File: src/rtl/divider.sv
// -----------------------------------------------------------------------------
// divider
//
// Iterative restoring divider sharing the HI/LO result convention of the
// single-cycle multiplier: quotient in LO, remainder in HI. One quotient bit
// is produced per clock. A request is accepted only in IDLE. The result
// appears, with a one-cycle done pulse, width+1 edges after the accepting
// edge. HI/LO hold their value until the next operation completes.
//
// Ports
//   clk        clock, all state changes on the rising edge
//   rst        synchronous active-high reset (aborts any operation)
//   in_A       dividend, sampled on the accepting edge only
//   in_B       divisor, sampled on the accepting edge only
//   signed_op  1 = two's-complement divide, 0 = unsigned divide
//   start      divide request, honoured only while idle
//   busy       high while an operation is in progress
//   done       one-cycle pulse when out_hi/out_lo have been written
//   out_hi     remainder register (HI)
//   out_lo     quotient register (LO)
// -----------------------------------------------------------------------------
module divider #(
  parameter int width = 32
) (
  input  logic             clk,
  input  logic             rst,
  input  logic [width-1:0] in_A,
  input  logic [width-1:0] in_B,
  input  logic             signed_op,
  input  logic             start,
  output logic             busy,
  output logic             done,
  output logic [width-1:0] out_hi,
  output logic [width-1:0] out_lo
);

  localparam int CNT_W = $clog2(width + 1);

  typedef enum logic [1:0] {
    IDLE   = 2'd0,
    RUN    = 2'd1,
    FINISH = 2'd2
  } state_t;

  state_t state;

  // Working registers. dvd starts as the dividend magnitude and is shifted
  // left each step while quotient bits enter at the bottom, so it ends up
  // holding the unsigned quotient.
  logic [width-1:0] dvd;
  logic [width-1:0] divisor;
  logic [width-1:0] rem;
  logic [CNT_W-1:0] cnt;
  logic             q_neg;
  logic             r_neg;
  logic             div_zero;

  // Signed views of the operands, used only for sign and magnitude extraction.
  logic signed [width-1:0] a_s;
  logic signed [width-1:0] b_s;

  assign a_s = in_A;
  assign b_s = in_B;

  // Two's-complement negate when requested.
  function automatic logic [width-1:0] cond_negate(input logic [width-1:0] v,
                                                   input logic             neg);
    return neg ? (~v + width'(1)) : v;
  endfunction

  // Magnitude as an unsigned value. The most-negative input maps to
  // 2^(width-1), which still fits in width unsigned bits.
  function automatic logic [width-1:0] magnitude(input logic signed [width-1:0] v,
                                                 input logic                    is_signed);
    return (is_signed && (v < 0)) ? cond_negate(v, 1'b1) : v;
  endfunction

  // One restoring step. The shifted partial remainder needs width+1 bits.
  // When the trial subtraction succeeds, the true difference is below the
  // divisor, so the low width bits of a modular subtract are exact.
  logic [width:0]   shifted;
  logic             trial_ok;
  logic [width-1:0] trial;

  assign shifted  = {rem, dvd[width-1]};
  assign trial_ok = (shifted >= {1'b0, divisor});
  assign trial    = shifted[width-1:0] - divisor;

  always_ff @(posedge clk) begin
    if (rst) begin
      state    <= IDLE;
      busy     <= 1'b0;
      done     <= 1'b0;
      out_hi   <= '0;
      out_lo   <= '0;
      dvd      <= '0;
      divisor  <= '0;
      rem      <= '0;
      cnt      <= '0;
      q_neg    <= 1'b0;
      r_neg    <= 1'b0;
      div_zero <= 1'b0;
    end else begin
      done <= 1'b0;
      case (state)
        // Accept: latch magnitudes and result signs.
        IDLE: begin
          if (start) begin
            dvd      <= magnitude(a_s, signed_op);
            divisor  <= magnitude(b_s, signed_op);
            q_neg    <= signed_op & (in_A[width-1] ^ in_B[width-1]);
            r_neg    <= signed_op & in_A[width-1];
            div_zero <= (in_B == '0);
            rem      <= '0;
            cnt      <= CNT_W'(width);
            busy     <= 1'b1;
            state    <= RUN;
          end
        end

        // Iterate: one quotient bit per edge.
        RUN: begin
          rem <= trial_ok ? trial : shifted[width-1:0];
          dvd <= {dvd[width-2:0], trial_ok};
          cnt <= cnt - CNT_W'(1);
          if (cnt == CNT_W'(1)) begin
            state <= FINISH;
          end
        end

        // Write back: apply signs and publish.
        // With a zero divisor every trial succeeds, so the remainder
        // reconstructs |A|; restoring A's sign yields the original dividend.
        // Only the quotient needs forcing to all ones.
        FINISH: begin
          out_lo <= div_zero ? '1 : cond_negate(dvd, q_neg);
          out_hi <= cond_negate(rem, r_neg);
          done   <= 1'b1;
          busy   <= 1'b0;
          state  <= IDLE;
        end

        default: begin
          busy  <= 1'b0;
          state <= IDLE;
        end
      endcase
    end
  end

endmodule

File: config.mk
export PLATFORM = sky130hd
export DESIGN_NAME = divider
export DESIGN_NICKNAME = d
export VERILOG_FILES = /design/src/rtl/divider.sv
export SDC_FILE = /design/constraint.sdc
export NUM_CORES = 1
export LEC_CHECK = 0
export BUFFER_PORTS_ARGS = -buffer_cell sky130_fd_sc_hd__buf_2
export CORE_MARGIN = 8
export CORE_UTILIZATION = 50
export CTS_BUF_LIST = sky130_fd_sc_hd__clkbuf_8
export DETAILED_ROUTE_END_ITERATION = 10
export PLACE_DENSITY = 0.78
export SLEW_MARGIN = 25
export SYNTH_ARGS = -nofsm -noshare
export SYNTH_HDL_FRONTEND = slang
export SYNTH_SLANG_ARGS = --single-unit
File: constraint.sdc
create_clock -name clk -period 3.4 [get_ports clk]
set_input_delay 0.51 -clock clk [delete_from_list [all_inputs] [get_ports clk]]
set_output_delay 0.51 -clock clk [all_outputs]
set_load 0.03 [all_outputs]
==> reports/results.tsv, run 1 <==
metric	value	unit
HPWL after DPL	22980	um
Synth area leader	dfxtp_1	
Top Usage Layer GRT	met2	
number of flops mapped to enable cells by yosys	0	
DRC viols	0	
Reg2Reg Capture Point	rem[18]$_SDFFE_PP0P_	
final non-filler cell total	1742	
post-synthesis async set-or-reset flop share	0	%
Post-synth top cells	dfxtp_1 (173), nor2_1 (160), nand2_1 (122), a21oi_1 (94)	
Pleak	5.022	nW
vias in the first global route	9553	
worst-case reg-to-reg path depth	13	
fill count	1956	
n_diodes	0	
CP Launch Type	register	
min setup slack post-route	140.6	ps
Max Clock Freq	306.8	MHz
All-Layer GR Usage	22.16	%
CTS H-tree depth	4	
Final ANT Viol Nets	0	
drt pass-1 iters	8	
Num CTS Buffers	17	
Vias	10214	
die height	161.5	um
Die ar.	26090	um^2
worst clock skew	13.54	ps
Worst Tran Pin Value	1012	ps
Rows	53	
Cells after Synth	1340	
clk_lat worst skew	470	ps
Logic pwr share	41.6	%
share of the synthesized area in the top cell type	32.71	%
routability cong.	0.9653	
initial antenna violation count	0	
hold endpoint	divisor[0]$_SDFFE_PP0P_	
Routed WL per cell	17.18	um
worst rel slew slack	32.53	%
core area	20890	um^2
Switching Share	39.62	%
Clock power frac	21.9	%
Final #Nets	1561	
sequential-to-total area share from yosys stat	32.71	%
Seq cells post-synth	173	
Longest Clk Path Bufs	2	
Area contributors post-synth	dfxtp_1 (33%), xor2_1 (6.8%), nor2_1 (5.7%)	
starting density of the core	50.69	%
min Tclk post-route	3259	ps
Tcrit/Tclk final	95.86	%
die width	161.5	um
hold_sp	in_B[0]	
Mapped Area	10590	um^2
CP Capture Type	register	
Mapped Avg Cell Area	7.901	um^2
dpl ws	133.4	ps
top_reg_cell synth	dfxtp_1	
CP Cell Sequence	inv_1 -> ha_1 -> nor2b_1 -> o31a_1 -> o311ai_4 -> a311oi_2 -> o21bai_2 -> nand2_2 -> a2111oi_4 -> buf_4 -> buf_12 -> mux2i_1 -> o21ai_0	
IR drop worst, VDD	0.2794	mV
max_cap viols	0	
CTS tree	yes	
number of port buffers	133	
GRT Residual Overflow	0	
CTS hold repair buffers	0	
area grow syn2layout	13.80	%
Total Wirelength	29930	um
Int Pwr	3.869	mW
synth unique cells	63	
Root Buffer	clkbuf_8	
Crit-path slowest cell	a2111oi_4	
PD cells	531.8	nW/um^2
sequential power share	36.5	%
yosys warns	0	
outcome	finished, final reports clean	
share of post-route cells with drive strength above 1	16.63	%
M2 GR Usage	35.01	%
clk sinks	173	
synthesized net count	1447	
pin count of the biggest net entering global routing	100	
placed cells	1702	
Iter 0 DRT Violations	833	
Switching Power	2.539	mW
endpoints failing setup	0	
met3 Resource Use GR	4.378	%
Worst-path clk slew	100	ps
Final Hold Fails	0	
Worst EP arrival	3590	ps
I/O Pins	134	
required time worst endpoint	3730	ps
met1 global-route usage	30.18	%
final core utilization	57.68	%
first-pass GRT wire length	47960	um
r2r setup slk	140	ps
RR Startpoint	divisor[1]$_SDFFE_PP0P_	
min-delay worst type	in -> reg	
Critical Path Fanout Max	18	
Via density	5.863	
hold depth	3	
count leader, synth	dfxtp_1	
CP peak stage delay	400	ps
critical path class	reg -> reg	
fin. max-slew vios	0	
-- per-layer routing --
| metal | routed length, um | share of wire, % |
|---|---|---|
| met5 | 0 | 0 |
| met2 | 13280 | 44 |
| met1 | 13800 | 46 |
| met4 | 637 | 2.1 |
| met3 | 2212 | 7.4 |
-- metrics by stage --
| step | setup TNS [ps] | power, mW | hold slack [ps] | instance area (um^2) |
|---|---|---|---|---|
| after floorplan | 0 | 4.245 | 431.9 | 10590 |
| after global placement | 0 | 4.839 | 439.9 | 11580 |
| after detailed placement | 0 | 4.884 | 446.8 | 11580 |
| after CTS | 0 | 6.275 | 310.2 | 11970 |
| after global routing | -39.65 | 6.767 | 316.3 | 12050 |
| final | 0 | 6.408 | 337.2 | 12050 |
-- cells in the final DEF, fill, tap and decap left out, types with 14 or more instances in the layout --
cell type,Yosys,routed
a211oi_1,58,58
a21oi_1,94,94
a22oi_1,29,29
buf_2,0,132
buf_4,1,43
clkbuf_8,0,17
dfxtp_1,173,171
ha_1,38,38
inv_1,57,57
mux2i_1,26,26
nand2_1,122,121
nand3_1,20,20
nor2_1,160,158
nor3_1,27,26
o21ai_0,82,82
o22ai_1,29,29
o31ai_1,22,22
o41ai_1,14,14
xnor2_1,60,60
xor2_1,82,82
-- power by group through the flow --
stage / Sequential (mW) / Combinational [mW] / Clock [mW]
after floorplan: 2.35 / 1.90 / 0
after global placement: 2.37 / 2.47 / 0
after detailed placement: 2.37 / 2.51 / 0
after CTS: 2.33 / 2.52 / 1.42
after global routing: 2.35 / 2.90 / 1.52
final: 2.34 / 2.67 / 1.41
-- how the worst max path moves through the flow --
stage	endpoint	depth (start not counted)	from
6_report	rem[18]$_SDFFE_PP0P_	13	divisor[1]$_SDFFE_PP0P_
3_5_place_dp	rem[8]$_SDFFE_PP0P_	12	divisor[1]$_SDFFE_PP0P_
5_1_grt	rem[23]$_SDFFE_PP0P_	13	divisor[1]$_SDFFE_PP0P_
3_3_place_gp	rem[3]$_SDFFE_PP0P_	12	divisor[1]$_SDFFE_PP0P_
2_1_floorplan	rem[1]$_SDFFE_PP0P_	11	rem[0]$_SDFFE_PP0P_
4_1_cts	rem[8]$_SDFFE_PP0P_	12	divisor[1]$_SDFFE_PP0P_
-- state kept, by name, indices dropped and copies added, names as in the netlist, 2 cells and up --
signal and count:
state 2, out_lo 32, dvd 32, rem 32, divisor 32, out_hi 32
cnt 6
-- kinds of logic after synthesis --
| family | after synthesis | share of synthesized area [%] |
|---|---|---|
| adders and majority gates | 39 | 4.680 |
| xor gates and xnor gates | 142 | 11.75 |
| AOI/OAI and AO/OA | 401 | 24.93 |
| DFF | 173 | 32.71 |
| and+or+nand+nor | 418 | 18.22 |
| buffers and inverters | 140 | 5.141 |
| muxes | 27 | 2.564 |
-- worst max-delay path: cells and delay by family (launching register included) --
kind                       cells  cell delay, ps
muxes                          1             210
and+or+nand+nor                2             270
adders and majority gates      1             310
buffers and inverters          3             430
AOI/OAI and AO/OA              6            1560
DFF                            1             340
-- layout make-up --
cell class	instances	area, um^2	area share, %
clock buffers	17	234.0	1.942
repair buffers	178	1022	8.484
flip-flops and latches	173	3466	28.76
inverters	57	214.0	1.776
clock inverters	15	148.9	1.236
well taps	275	344.1	2.856
multi-input cells	1027	6620	54.94
-- repair_timing --
action,CTS,global route
gates resized for setup,0,7
hold endpoints to repair,0,0
buffers inserted,0,7
endpoints found under the setup margin,0,33
(Power assumes the default switching activity.)
==> run 2: changes to the inputs <==
Settings changed: CORE_UTILIZATION 50 to 30, PLACE_DENSITY 0.78 to 0.55.
==> run 2 against run 1 <==
Compared with the run above: sequential power is essentially flat; setup slack gained 38 ps; cell count rose by 10%; combinational power shrank 5%; via count down 4.4%; power rose by 1.3%; global-route usage shrank 7.0 points; non-clock buffer count is 12 lower; utilization decreased by 23 points; maximum frequency increased by 1.2%; die area is 59% higher; critical path type unchanged; largest cell class unchanged; highest routed layer is now met5.
==> reports/results.tsv, run 2 (synthesis gave the netlist of run 1 again) <==
metric	value	unit
routability cong.	0.9062	
CTS tree	yes	
min-delay worst type	in -> reg	
I/O Pins	134	
clk sinks	173	
worst-case reg-to-reg path depth	13	
DRC viols	0	
r2r setup slk	180	ps
CTS hold repair buffers	0	
vias in the first global route	9255	
setup tns final	0	ps
Iter 0 DRT Violations	670	
Total Wirelength	32000	um
starting density of the core	30.13	%
min Tclk post-route	3221	ps
CP Launch Type	register	
CP Capture Type	register	
worst rel slew slack	34.35	%
first-pass GRT wire length	51160	um
Worst EP arrival	3560	ps
Vias	9769	
Num CTS Buffers	17	
worst clock skew	22.81	ps
met3 WL	1495	um
Final Hold Fails	0	
Via density	5.088	
core area	35140	um^2
number of port buffers	133	
RSZ-0062 raised after global routing	false	
Pleak	4.985	nW
fin. max-slew vios	0	
drt pass-1 iters	5	
Worst Tran Pin Value	984.8	ps
Max Clock Freq	310.4	MHz
Tcrit/Tclk final	94.74	%
initial antenna violation count	5	
area grow syn2layout	15.68	%
die width	203.9	um
met1 WL	16040	um
RR Startpoint	divisor[1]$_SDFFE_PP0P_	
Final #Nets	1549	
critical path class	reg -> reg	
clk_lat worst skew	480	ps
die height	203.9	um
Routed WL per cell	16.67	um
Top Layer Used	met5	
Multi-input gate area	6620	um^2
Final ANT Viol Nets	0	
share of post-route cells with drive strength above 1	15.74	%
most frequent cells in the layout	dfxtp_1 (173), nor2_1 (158), buf_2 (132)	
Die ar.	41560	um^2
All-Layer GR Usage	15.14	%
Critical Path Fanout Max	27	
pin count of the biggest net entering global routing	95	
Critical path origin	divisor[1]$_SDFFE_PP0P_	
worst setup path end	rem[18]$_SDFFE_PP0P_	
final core utilization	34.86	%
Reg2Reg Capture Point	rem[18]$_SDFFE_PP0P_	
HPWL after DPL	24790	um
max_cap viols	0	
Sequential Area	3463	um^2
GRT Residual Overflow	0	
PD cells	530.0	nW/um^2
outcome	finished, final reports clean	
CTS H-tree depth	4	
Rows	69	
Longest Clk Path Bufs	2	
metal2 WL	13950	um
fill count	3750	
IR drop worst, VDD	0.2989	mV
most common cell after layout, fill and taps aside	dfxtp_1	
Root Buffer	clkbuf_8	
endpoints failing setup	0	
required time worst endpoint	3740	ps
Worst-path clk slew	100	ps
[run 2: changes by cell type in the layout (fill, tap and decap cells not counted), moves of 2 or more]
| cell | change |
|---|---|
| buf_4 | -10 |
| bufinv_16 | +3 |
| clkbuf_8 | +2 |
| clkinv_4 | -2 |
| clkinv_8 | -2 |
| dfxtp_1 | +2 |
| dfxtp_2 | -2 |
| diode_2 | +4 |
| inv_8 | -2 |
[run 2: where the power goes]
| group | leakage [nW] | internal [mW] | switching [mW] |
|---|---|---|---|
| Combinational | 3.35 | 1.09 | 1.45 |
| Sequential | 1.41 | 2.16 | 0.169 |
| Clock | 0.221 | 0.784 | 0.832 |
| Total | 4.98 | 4.04 | 2.45 |
[run 2: what timing repair did]
action / CTS / global route
gates resized for setup: 0 / 3
buffers inserted: 0 / 2
endpoints found under the setup margin: 0 / 33
[run 2: final cells by class]
class                           instances  share of cell area (%)
Timing Repair Buffer                  166                   7.580
Sequential cell                       173                   28.28
Tap cell                              461                   4.709
Clock inverter                         13                   1.420
Clock buffer                           19                   2.135
Multi-Input combinational cell       1027                   54.05
Inverter                               57                   1.747
Antenna cell                            4                 0.08172
[run 2: how the worst min path moves through the flow]
stage,start,to,cells past startpoint
after global routing,in_B[0],divisor[0]$_SDFFE_PP0P_,3
after CTS,in_B[0],divisor[0]$_SDFFE_PP0P_,3
after global placement,divisor[15]$_SDFFE_PP0P_,divisor[15]$_SDFFE_PP0P_,2
after floorplan,divisor[15]$_SDFFE_PP0P_,divisor[15]$_SDFFE_PP0P_,2
after detailed placement,divisor[31]$_SDFFE_PP0P_,divisor[31]$_SDFFE_PP0P_,2
final,in_B[0],divisor[0]$_SDFFE_PP0P_,3
[run 2: per-layer routing]
metal	global-route usage [%]	vias to the layer above
met3	3.138	33
met5	0	-
met1	21.27	4492
met4	4.766	4
li1	-	5046
met2	22.82	194
[run 2: through the flow]
step / std cells / setup WS [ps] / hold WS, ps / area [um^2] / total power [mW]
5_1_grt: 1919 / 5.973 / 323.7 / 12250 / 6.920
6_report: 1920 / 178.8 / 323.5 / 12250 / 6.491
3_5_place_dp: 1882 / 100.4 / 451.5 / 11780 / 4.889
2_1_floorplan: 1340 / 393.2 / 431.9 / 10590 / 4.245
3_3_place_gp: 1882 / 101.5 / 445.3 / 11770 / 4.877
4_1_cts: 1914 / 75.83 / 292.7 / 12210 / 6.526
[run 2: critical path: stages, from the launching register on]
cell	delay [ps]
dfxtp_1	340
inv_1	70
ha_1	300
nor2b_1	140
o31a_1	310
o311ai_4	310
a311oi_1	210
o21bai_2	210
nand2_2	130
a2111oi_4	340
buf_4	190
buf_12	210
mux2i_1	230
o21ai_0	100
==> run 3: changes to the inputs <==
Settings changed: BUFFER_PORTS_ARGS -buffer_cell sky130_fd_sc_hd__buf_2 to default, DONT_BUFFER_PORTS from default to 1, PLACE_DENSITY 0.55 to 0.52, SLEW_MARGIN 25 to default.
==> run 3 against run 2 <==
Compared with the run above: maximum frequency up 1.7%; global-route usage down 0.17 points; first-iteration DRC count down 15%; largest power group unchanged; clock power down 17%; combinational power down 3%; non-clock buffer count down 129; cell count down 7.0%.
==> reports/results.tsv, run 3 (synthesis gave the netlist of run 1 again) <==
metric	value	unit
endpoints failing setup	0	
Vias	9318	
fill count	3754	
IR drop worst, VDD	0.2607	mV
min-delay worst type	in -> reg	
RSZ-0062 raised after global routing	false	
setup tns final	0	ps
die height	203.9	um
worst rel slew slack	28.80	%
final core utilization	32.82	%
Int Pwr	3.801	mW
core area	35140	um^2
Die ar.	41560	um^2
HPWL after DPL	24110	um
Placement Cell Area	11140	um^2
Rows	69	
initial antenna violation count	0	
CTS H-tree depth	4	
r2r setup slk	230	ps
pin count of the biggest net entering global routing	144	
Final #Nets	1420	
die width	203.9	um
Critical Path Fanout Max	16	
most frequent cells in the layout	dfxtp_1 (173), nor2_1 (158), nand2_1 (121)	
clk_lat worst skew	490	ps
WP buf/inv	3	
Multi-input gate area	6618	um^2
Final ANT Viol Nets	0	
vias in the first global route	8681	
Worst-path clk slew	100	ps
Num CTS Buffers	17	
Worst EP arrival	3520	ps
routability cong.	0.8662	
Worst Tran Pin Value	1068	ps
Max Clock Freq	315.7	MHz
DRC viols	0	
Clock power frac	21.8	%
All-Layer GR Usage	14.97	%
required time worst endpoint	3750	ps
Total Wirelength	31530	um
Via density	5.217	
Hold Slack	92.04	ps
critical path class	reg -> reg	
most common cell after layout, fill and taps aside	dfxtp_1	
CTS hold repair buffers	0	
drt pass-1 iters	5	
PD cells	533.5	nW/um^2
Final Cell Area	11530	um^2
Tcrit/Tclk final	93.17	%
share of post-route cells with drive strength above 1	7.396	%
CP Capture Type	register	
fin. max-slew vios	0	
Iter 0 DRT Violations	569	
I/O Pins	134	
Root Buffer	clkbuf_8	
Logic pwr share	40.0	%
Routed WL per cell	17.65	um
starting density of the core	30.13	%
CP Cell Sequence	inv_1 -> ha_1 -> nor2b_1 -> o31a_1 -> o311ai_4 -> a311oi_2 -> o21bai_2 -> nand2_2 -> a2111oi_4 -> buf_4 -> buf_6 -> mux2i_1 -> o21ai_0	
number of port buffers	0	
max_cap viols	0	
first-pass GRT wire length	49900	um
clk sinks	173	
Switching Share	38.23	%
GRT Residual Overflow	0	
Crit-path slowest cell	a2111oi_4	
area grow syn2layout	8.934	%
Sequential Area	3463	um^2
outcome	finished, final reports clean	
CP Launch Type	register	
Longest Clk Path Bufs	2	
CTS tree	yes	
Final Hold Fails	0	
min Tclk post-route	3168	ps
CP peak stage delay	370	ps
sequential power share	38.2	%
worst clock skew	23.91	ps
n_diodes	0	
Pleak	4.336	nW
Switching Power	2.353	mW
CP delay by family, top	compound AO/OA/AOI/OAI gates	
[run 3: cell count changes in the layout (fill, tap and decap cells not counted), sizes merged]
cell      before  now
buf          166   36
diode          4    0
clkbuf        19   20
inv           63   61
clkinvlp       1    3
bufinv         3    0
clkinv         3    5
[run 3: layout make-up]
type / count / share of cell area (%)
repair buffers: 37 / 2.701
flip-flops and latches: 173 / 30.03
clock inverters: 12 / 0.7702
inverters: 57 / 1.855
multi-input cells: 1027 / 57.38
clock buffers: 19 / 2.267
well taps: 461 / 5.001
[run 3: worst paths after layout]
check,cells after the start,end,start
setup / recovery,13,rem[19]$_SDFFE_PP0P_,divisor[1]$_SDFFE_PP0P_
hold / removal,1,divisor[6]$_SDFFE_PP0P_,rst
setup reg to reg,13,rem[19]$_SDFFE_PP0P_,divisor[1]$_SDFFE_PP0P_
hold reg to reg,2,divisor[15]$_SDFFE_PP0P_,divisor[15]$_SDFFE_PP0P_
[run 3: per-stage QoR]
stage / std cells / setup slack (ps) / total power, mW
floorplan: 1340 / 393.2 / 4.245
global placement: 1752 / 143.7 / 4.773
detailed placement: 1752 / 54.30 / 4.781
CTS: 1783 / 52.58 / 6.144
global route: 1786 / 30.05 / 6.585
finish: 1786 / 232.2 / 6.153
[run 3: power groups by stage]
stage	registers, mW	clock network [mW]	logic (mW)
after floorplan	2.35	0	1.90
after global placement	2.39	0	2.38
after detailed placement	2.40	0	2.39
after CTS	2.35	1.41	2.39
after global routing	2.38	1.48	2.72
final	2.35	1.34	2.46
[run 3: what timing repair did]
item | CTS | global route
gates resized for setup | 0 | 5
endpoints found under the setup margin | 0 | 31
setup buffers | 0 | 2
[run 3: metal layers]
layer	up-vias	global-route usage [%]	part of all wire (%)	wire (um)
li1	4784	-	-	-
met1	4343	20.51	48	15200
met2	164	22.75	44	13830
met3	27	3.931	6.1	1929
met5	-	0	0	0
met4	0	4.377	1.8	569
